### src/rtl/io_pkg.sv
// Shared types and constants for the IO block.
// Used by the RAM loader and the IO top level.
package io_pkg;

    typedef enum logic [2:0] {
        IDLE,
        HEADER,
        LOW,
        HIGH,
        DONE
    } loader_state_t;

    localparam int IO_IN_WIDTH   = 32;
    localparam int IO_DATA_WIDTH = 64;
    localparam int IO_ADDR_WIDTH = 13;
    localparam int IO_DEPTH      = 100;
    localparam int HDR_COUNT_MSB = 15;

endpackage

### src/rtl/io_ram_loader.sv
// Write-side feeder for the IO dual-read RAM.
// Parses a count header, then packs 32-bit halves into 64-bit RAM writes.
module io_ram_loader
    import io_pkg::*;
#(
    parameter int ADDRESS_WIDTH = IO_ADDR_WIDTH,
    parameter int DATA_WIDTH    = IO_DATA_WIDTH,
    parameter int IN_WIDTH      = IO_IN_WIDTH,
    parameter int DEPTH         = IO_DEPTH
) (
    input  logic                     CLK,
    input  logic                     RST,
    input  logic                     start,
    input  logic [ADDRESS_WIDTH-1:0] base_addr,
    input  logic                     in_valid,
    input  logic [IN_WIDTH-1:0]      in_data,
    output logic                     in_ready,
    output logic                     WR_Enable,
    output logic [ADDRESS_WIDTH-1:0] address_WR,
    output logic [DATA_WIDTH-1:0]    dataIn,
    output logic                     busy,
    output logic                     done,
    output logic                     error,
    output logic [ADDRESS_WIDTH:0]   words_written
);

    loader_state_t state;

    logic [ADDRESS_WIDTH-1:0] base_q;
    logic [HDR_COUNT_MSB:0]   cnt_q;
    logic [IN_WIDTH-1:0]      low_q;

    logic                     xfer;
    logic [HDR_COUNT_MSB:0]   hdr_n;
    logic [16:0]              hdr_end;
    logic                     hdr_bad;
    logic [16:0]              ww_inc;
    logic                     last_word;

    assign in_ready = (state == HEADER) || (state == LOW) || (state == HIGH);
    assign xfer     = in_valid & in_ready;
    assign hdr_n    = in_data[HDR_COUNT_MSB:0];

    // Bounds check done wide enough that base + N cannot wrap.
    assign hdr_end  = 17'(base_q) + 17'(hdr_n);
    assign hdr_bad  = hdr_end > 17'(DEPTH);

    assign ww_inc    = 17'(words_written) + 17'd1;
    assign last_word = ww_inc == 17'(cnt_q);

    always_ff @(posedge CLK or posedge RST) begin
        if (RST) begin
            state         <= IDLE;
            base_q        <= '0;
            cnt_q         <= '0;
            low_q         <= '0;
            WR_Enable     <= 1'b0;
            address_WR    <= '0;
            dataIn        <= '0;
            busy          <= 1'b0;
            done          <= 1'b0;
            error         <= 1'b0;
            words_written <= '0;
        end else begin
            WR_Enable <= 1'b0;
            done      <= 1'b0;
            error     <= 1'b0;
            unique case (state)
                IDLE: begin
                    if (start) begin
                        base_q        <= base_addr;
                        words_written <= '0;
                        busy          <= 1'b1;
                        state         <= HEADER;
                    end
                end
                HEADER: begin
                    if (xfer) begin
                        if (hdr_bad) begin
                            error <= 1'b1;
                            busy  <= 1'b0;
                            state <= IDLE;
                        end else if (hdr_n == '0) begin
                            done  <= 1'b1;
                            state <= DONE;
                        end else begin
                            cnt_q <= hdr_n;
                            state <= LOW;
                        end
                    end
                end
                LOW: begin
                    if (xfer) begin
                        low_q <= in_data;
                        state <= HIGH;
                    end
                end
                HIGH: begin
                    if (xfer) begin
                        dataIn        <= {in_data, low_q};
                        address_WR    <= base_q
                                       + words_written[ADDRESS_WIDTH-1:0];
                        WR_Enable     <= 1'b1;
                        words_written <= words_written + 1'b1;
                        if (last_word) begin
                            done  <= 1'b1;
                            state <= DONE;
                        end else begin
                            state <= LOW;
                        end
                    end
                end
                DONE: begin
                    busy  <= 1'b0;
                    state <= IDLE;
                end
                default: begin
                    busy  <= 1'b0;
                    state <= IDLE;
                end
            endcase
        end
    end

endmodule

### config.mk
export PLATFORM = sky130hd
export DESIGN_NAME = io_ram_loader
export DESIGN_NICKNAME = d
export VERILOG_FILES = /design/src/rtl/io_pkg.sv /design/src/rtl/io_ram_loader.sv
export SDC_FILE = /design/constraint.sdc
export NUM_CORES = 1
export LEC_CHECK = 0
export CORE_MARGIN = 1
export CORE_UTILIZATION = 47
export CTS_CLUSTER_SIZE = 20
export DETAILED_ROUTE_END_ITERATION = 16
export PLACE_DENSITY = 0.8
export SYNTH_ARGS = -nofsm -noshare
export SYNTH_HDL_FRONTEND = slang
export SYNTH_SLANG_ARGS = --single-unit
export TNS_END_PERCENT = 20
### constraint.sdc
create_clock -name CLK -period 11.8 [get_ports CLK]
set_input_delay 1.18 -clock CLK [delete_from_list [all_inputs] [get_ports CLK]]
set_output_delay 1.18 -clock CLK [all_outputs]
set_load 0.02 [all_outputs]
[After elaboration in Yosys (flattened, before gate mapping)]
Index checks and enable logic that the tools add are counted.
Storage, ports and cells
  word-level logic and storage cells: 68
  bits of input ports: 49
  bits in registers: 159
  output and inout port bits: 96
Cells by class
  reduce and logical (&&, ||, !) cells: 13
  mux-type cells: 26
  bitwise logic cells: 4
  equal/unequal tests: 9
  add/subtract/negate cells: 4
  $lt $le $gt $ge: 1
Operators by type and width (count)
  14-bit two-way mux: 2
  14-bit one-hot mux with 2 select lines: 1
  3-bit two-way mux: 7
  13-bit by 16-bit adder with 17-bit output: 1
  17-bit by 7-bit greater-than comparator with 1-bit output (second input constant): 1
  15-bit by 16-bit == test with 1-bit output: 1
  16-bit zero test: 1
  14-bit by 1-bit adder with 15-bit output (second input constant): 1
  14-bit by 1-bit adder with 14-bit output (second input constant): 1
  13-bit adder: 1
  1-bit two-way mux: 13
  3-bit one-hot mux with 4 select lines: 1
  4-bit AND reduction: 3
  2-bit inequality test (second input constant): 5
  3-bit by 2-bit == test with 1-bit output (second input constant): 2
  2-bit AND reduction: 3
  3-bit by 1-bit == test with 1-bit output (second input constant): 1
  3-bit zero test: 1
  1-bit NOT: 3
  1-bit one-hot mux with 3 select lines: 1
  3-bit AND reduction: 1
  1-bit logical OR: 2
  1-bit one-hot mux with 2 select lines: 1
  2-bit nonzero test: 1
  2 further kinds: 2

[Depth between registers and ports, before layout]
  depth in word-level cells: 6
  gate-level depth with buffers: 12
  gate-level depth less buffers: 11

[Worst setup path after synthesis]
Ideal clock, no wire load.
  kind: input port to flip-flop
  start: input in_data[0]
  end: register cnt_q[0]
  arrival: 3.890 ns
  library setup time: 0.125 ns
  required time: 11.675 ns
  stages: 12
  slack: 7.785 ns
  path buffers: 2
  cells stage by stage: ha_1 -> fa_1 -> a21o_1 -> a221oi_2 -> nor3_1 -> xor2_1 -> or4_1 -> a311oi_2 -> and4_1 -> buf_6 -> buf_12 -> mux2_4
Between the ends
  word-level cells in the longest chain between the ends: 4
  elaborated cells on any way between the ends: 6
  those cells by class: 1 x add/sub; 1 x order compare; 2 x bitwise; 2 x reduce/logical
RTL lines
  from (decl): line io_ram_loader.sv:16  | input logic [IN_WIDTH-1:0] in_data,
  13-bit by 16-bit adder with 17-bit output: line io_ram_loader.sv:45  | assign hdr_end = 17'(base_q) + 17'(hdr_n);
  17-bit by 7-bit greater-than comparator with 1-bit output: line io_ram_loader.sv:46  | assign hdr_bad = hdr_end > 17'(DEPTH);
  1-bit NOT (no source line)
  4-bit AND reduction (no source line)
  to (signal assigned): line io_ram_loader.sv:87  | cnt_q <= hdr_n;
  to (decl): line io_ram_loader.sv:30  | logic [HDR_COUNT_MSB:0] cnt_q;
Several ways; a longest one is shown, not always the timed one.
A chain may end at the register's enable or synchronous reset.

[Worst setup path in the final report]
  start: input in_data[0]
  end: register cnt_q[12]
Between the ends
  word-level cells in the longest chain between the ends: 4
  elaborated cells on any way between the ends: 6
  those cells by class: 1 x add/sub; 1 x order compare; 2 x bitwise; 2 x reduce/logical
RTL lines (line)
  13-bit by 16-bit adder with 17-bit output: io_ram_loader.sv:45
  17-bit by 7-bit greater-than comparator with 1-bit output: io_ram_loader.sv:46
  1-bit NOT (no source line)
  4-bit AND reduction (no source line) *
Mark *: on every way between the ends. The rest lies on a longest branch, timed or not.

==> impl_metrics.toml <==
[flow_run]
drv_cap = 0

[timing]
worst_pin_slew_ns = 0.930
finalHoldViolations = 0
post-route-period-util_pct = 41.1
maxSlewViolCount = 0
period_needed_ns = 4.86
fmax_ghz = 0.206
relSlewSlack_pct = 38.0
setup_violations = 0
rsz0062_at_grt = "false"
skew_ns = 0.0116
setup_slack_ns = 6.94
tns_ns = 0

[grt]
grt_pass1_wl_mm = 30.1
antenna_found_initial = 0
grt_pass1_vias = 5870
grt.total_usage_pct = 23.3
grt_overflow_total = 0
grt_max_degree = 86

[yosys]
async_flop_share_pct = 100
ys_warn_count = 0
netlist_area_sq_mm = 0.00777
synth_area_per_cell_sq_um = 9.97
syn-num-nets = 856
ys_types = 66
synth_edf_count = 0
synthCells = 779
synth_seq_cells = 159
ys_seq_area_share_pct = 51.2
synth_ff_type = "dfrtp_1"

[detailed_routing]
maxUsedRoutingLayer = "met4"
antenna_left = 0
drtPass1Iterations = 4
viasPerCell = 5.29
wl_mm = 18.9
post_drt_wl_per_cell_microns = 16.5
route.met2.wl_mm = 9.18
wl_met1_mm = 8.37
vias = 6057
drc_errors = 0
drt_iter0_markers = 368
dr_wl_met3_mm = 1.01

[worst_setup_path]
reg2reg_to = "cnt_q[12]$_DFFE_PP0P_"
critPathCaptureType = "flip-flop"
critPathLaunch = "in_data[0]"
reg2reg_depth = 10
crit_path_end = "cnt_q[12]$_DFFE_PP0P_"
crit_arrival_ns = 5.16
r2r-start = "base_q[0]$_DFFE_PP0P_"
rrSetupSlack_ns = 7.91
worstSetupPathType = "in2reg"
crit_fanout = 17
cp-start-kind = "primary input"
required_ns = 12.10

[final_layout]
fillers = 1345
multiInputGateArea_sq_mm = 0.00361
drive_above_1_share_pct = 11.6
diodes = 0
area_growth_syn_to_layout_pct = 28.7
fin_nets = 992
final_common_cell = "nand2_1"
final_cell_mix = "234 x nand2_1, 159 x dfrtp_1, 144 x clkdlybuf4s50_1, 52 x mux2_2, 41 x o21ai_0"
seqCellArea_sq_mm = 0.00398

[pwr]
p_leak_nw = 4.60
ir_worst_vdd_mv = 0.201
intPower_mw = 1.60
swShare_pct = 36.7
p_comb_share_pct = 42.0
seq_power_share_pct = 35.7
clkPwrFrac_pct = 22.3
p_sw_mw = 0.928
power_density_mw_per_mm2 = 253

[clocking]
cts_sinks = 159
cts_tree = "yes"
cts_buffers = 17
cts_root_buf = "clkbuf_16"
clock_latency_ns = 0.43
cts_buffer_depth = 2
htreeDepth = 4
cts_hold_buf = 0
cts_resized = 0
post_cts_buffers = 0
clk_pin_slew_worst_paths_ns = 0.06

[floorplan]
die_area_sq_mm = 0.0170
rows = 46
start_util_pct = 48.5
fp.dieW_microns = 131
ioPinCount = 145
core_area_sq_mm = 0.0160
die_y_microns = 131

[placed_design]
port_buffers = 144
dp.final_hpwl_mm = 12.9
pre_cts_ws_ns = 6.59
gp_congestion = 0.893

[outcome]
status = "completed"

[worst_hold_path]
hp-class = "reg2reg"
hold_depth = 2
==> cell families after synthesis <==
group / after synthesis / synth area share, %
XOR/XNOR: 42 / 4.74
multiplexers: 61 / 9.09
AND/OR/NAND/NOR: 331 / 18.3
adder cells (fa/ha/maj): 28 / 4.70
buffers and inverters: 45 / 2.48
AO/OA/AOI/OAI: 113 / 9.42
flip-flops: 159 / 51.2
==> cell usage after synthesis (all sizes together) (4+ instances only) <==
master  count  area, sq um
nand2     235          885
dfrtp     159         3980
mux2       58          676
o21ai      44          220
clkbuf     26         97.6
ha         26          325
nor2       25         96.4
a21oi      24          120
xnor2      24          210
xor2       18          158
inv        13         48.8
nand3      12         60.1
nor3        9         45.0
nand2b      8         50.1
and3        7         43.8
a21o        6         45.0
buf         6         46.3
nor2b       6         37.5
nor4        5         31.3
a211oi      4         35.0
nand4       4         25.0
o31ai       4         30.0
or2         4         25.0
==> stage by stage <==
step / cell area, sq um / cells / hold slack [ns] / util (%) / power (mW)
floorplan: 7770 / 779 / 0.435 / - / 1.53
global placement: 9390 / 1112 / 0.443 / 58.7 / 1.94
detailed placement: 9390 / 1112 / 0.447 / 58.7 / 1.97
CTS: 9990 / 1144 / 0.465 / 62.5 / 2.55
global route: 9990 / 1144 / 0.482 / 62.5 / 2.69
finish: 9990 / 1144 / 0.461 / 62.5 / 2.53
==> worst min path at each step <==
stage                        endpoint  slack (ns)                  start
6_report       dataIn[12]$_DFFE_PP0P_        0.46  low_q[12]$_DFFE_PP0P_
3_5_place_dp   dataIn[18]$_DFFE_PP0P_        0.45  low_q[18]$_DFFE_PP0P_
3_3_place_gp   dataIn[25]$_DFFE_PP0P_        0.44  low_q[25]$_DFFE_PP0P_
2_1_floorplan   dataIn[0]$_DFFE_PP0P_        0.43   low_q[0]$_DFFE_PP0P_
5_1_grt        dataIn[30]$_DFFE_PP0P_        0.48  low_q[30]$_DFFE_PP0P_
4_1_cts        dataIn[18]$_DFFE_PP0P_        0.47  low_q[18]$_DFFE_PP0P_
==> power by group through the flow <==
| stage | clock (mW) | sequential, mW | combinational (mW) |
|---|---|---|---|
| 3_3_place_gp | 0 | 0.904 | 1.04 |
| 5_1_grt | 0.599 | 0.931 | 1.16 |
| 4_1_cts | 0.574 | 0.904 | 1.07 |
| 3_5_place_dp | 0 | 0.909 | 1.06 |
| 2_1_floorplan | 0 | 1.03 | 0.499 |
| 6_report | 0.564 | 0.903 | 1.06 |
==> critical path, cell delays in order <==
cell and delay, ns:
clkdlybuf4s50_1 0.54, ha_1 0.30, fa_1 0.41, a21o_1 0.22, a221oi_2 0.28, nor3_1 0.12
xor2_1 0.15, or4_1 0.49, a311oi_2 0.27, and4_1 0.78, mux2_2 0.42
==> final cells by class <==
type / instances / share of cell area [%]
sequential: 159 / 39.8
multi-input combinational: 575 / 36.1
timing repair buffer: 149 / 14.8
clock buffer: 20 / 4.47
inverter: 13 / 0.538
tap: 216 / 2.70
clock inverter: 12 / 1.59
==> registers in the layout (all words and copies together) (netlist names) <==
signal and count:
base_q 13, state 3, words_written 14, busy 1
dataIn 64, WR_Enable 1, error 1, address_WR 13
done 1, low_q 32, cnt_q 16
==> layer usage <==
layer  vias up  global-route usage [%]
met2       158                    38.2
li1       2933                       -
met3        18                    5.54
met1      2948                    30.7
met5         -                       0
met4         0                    6.96
(Power assumes the default switching activity.)
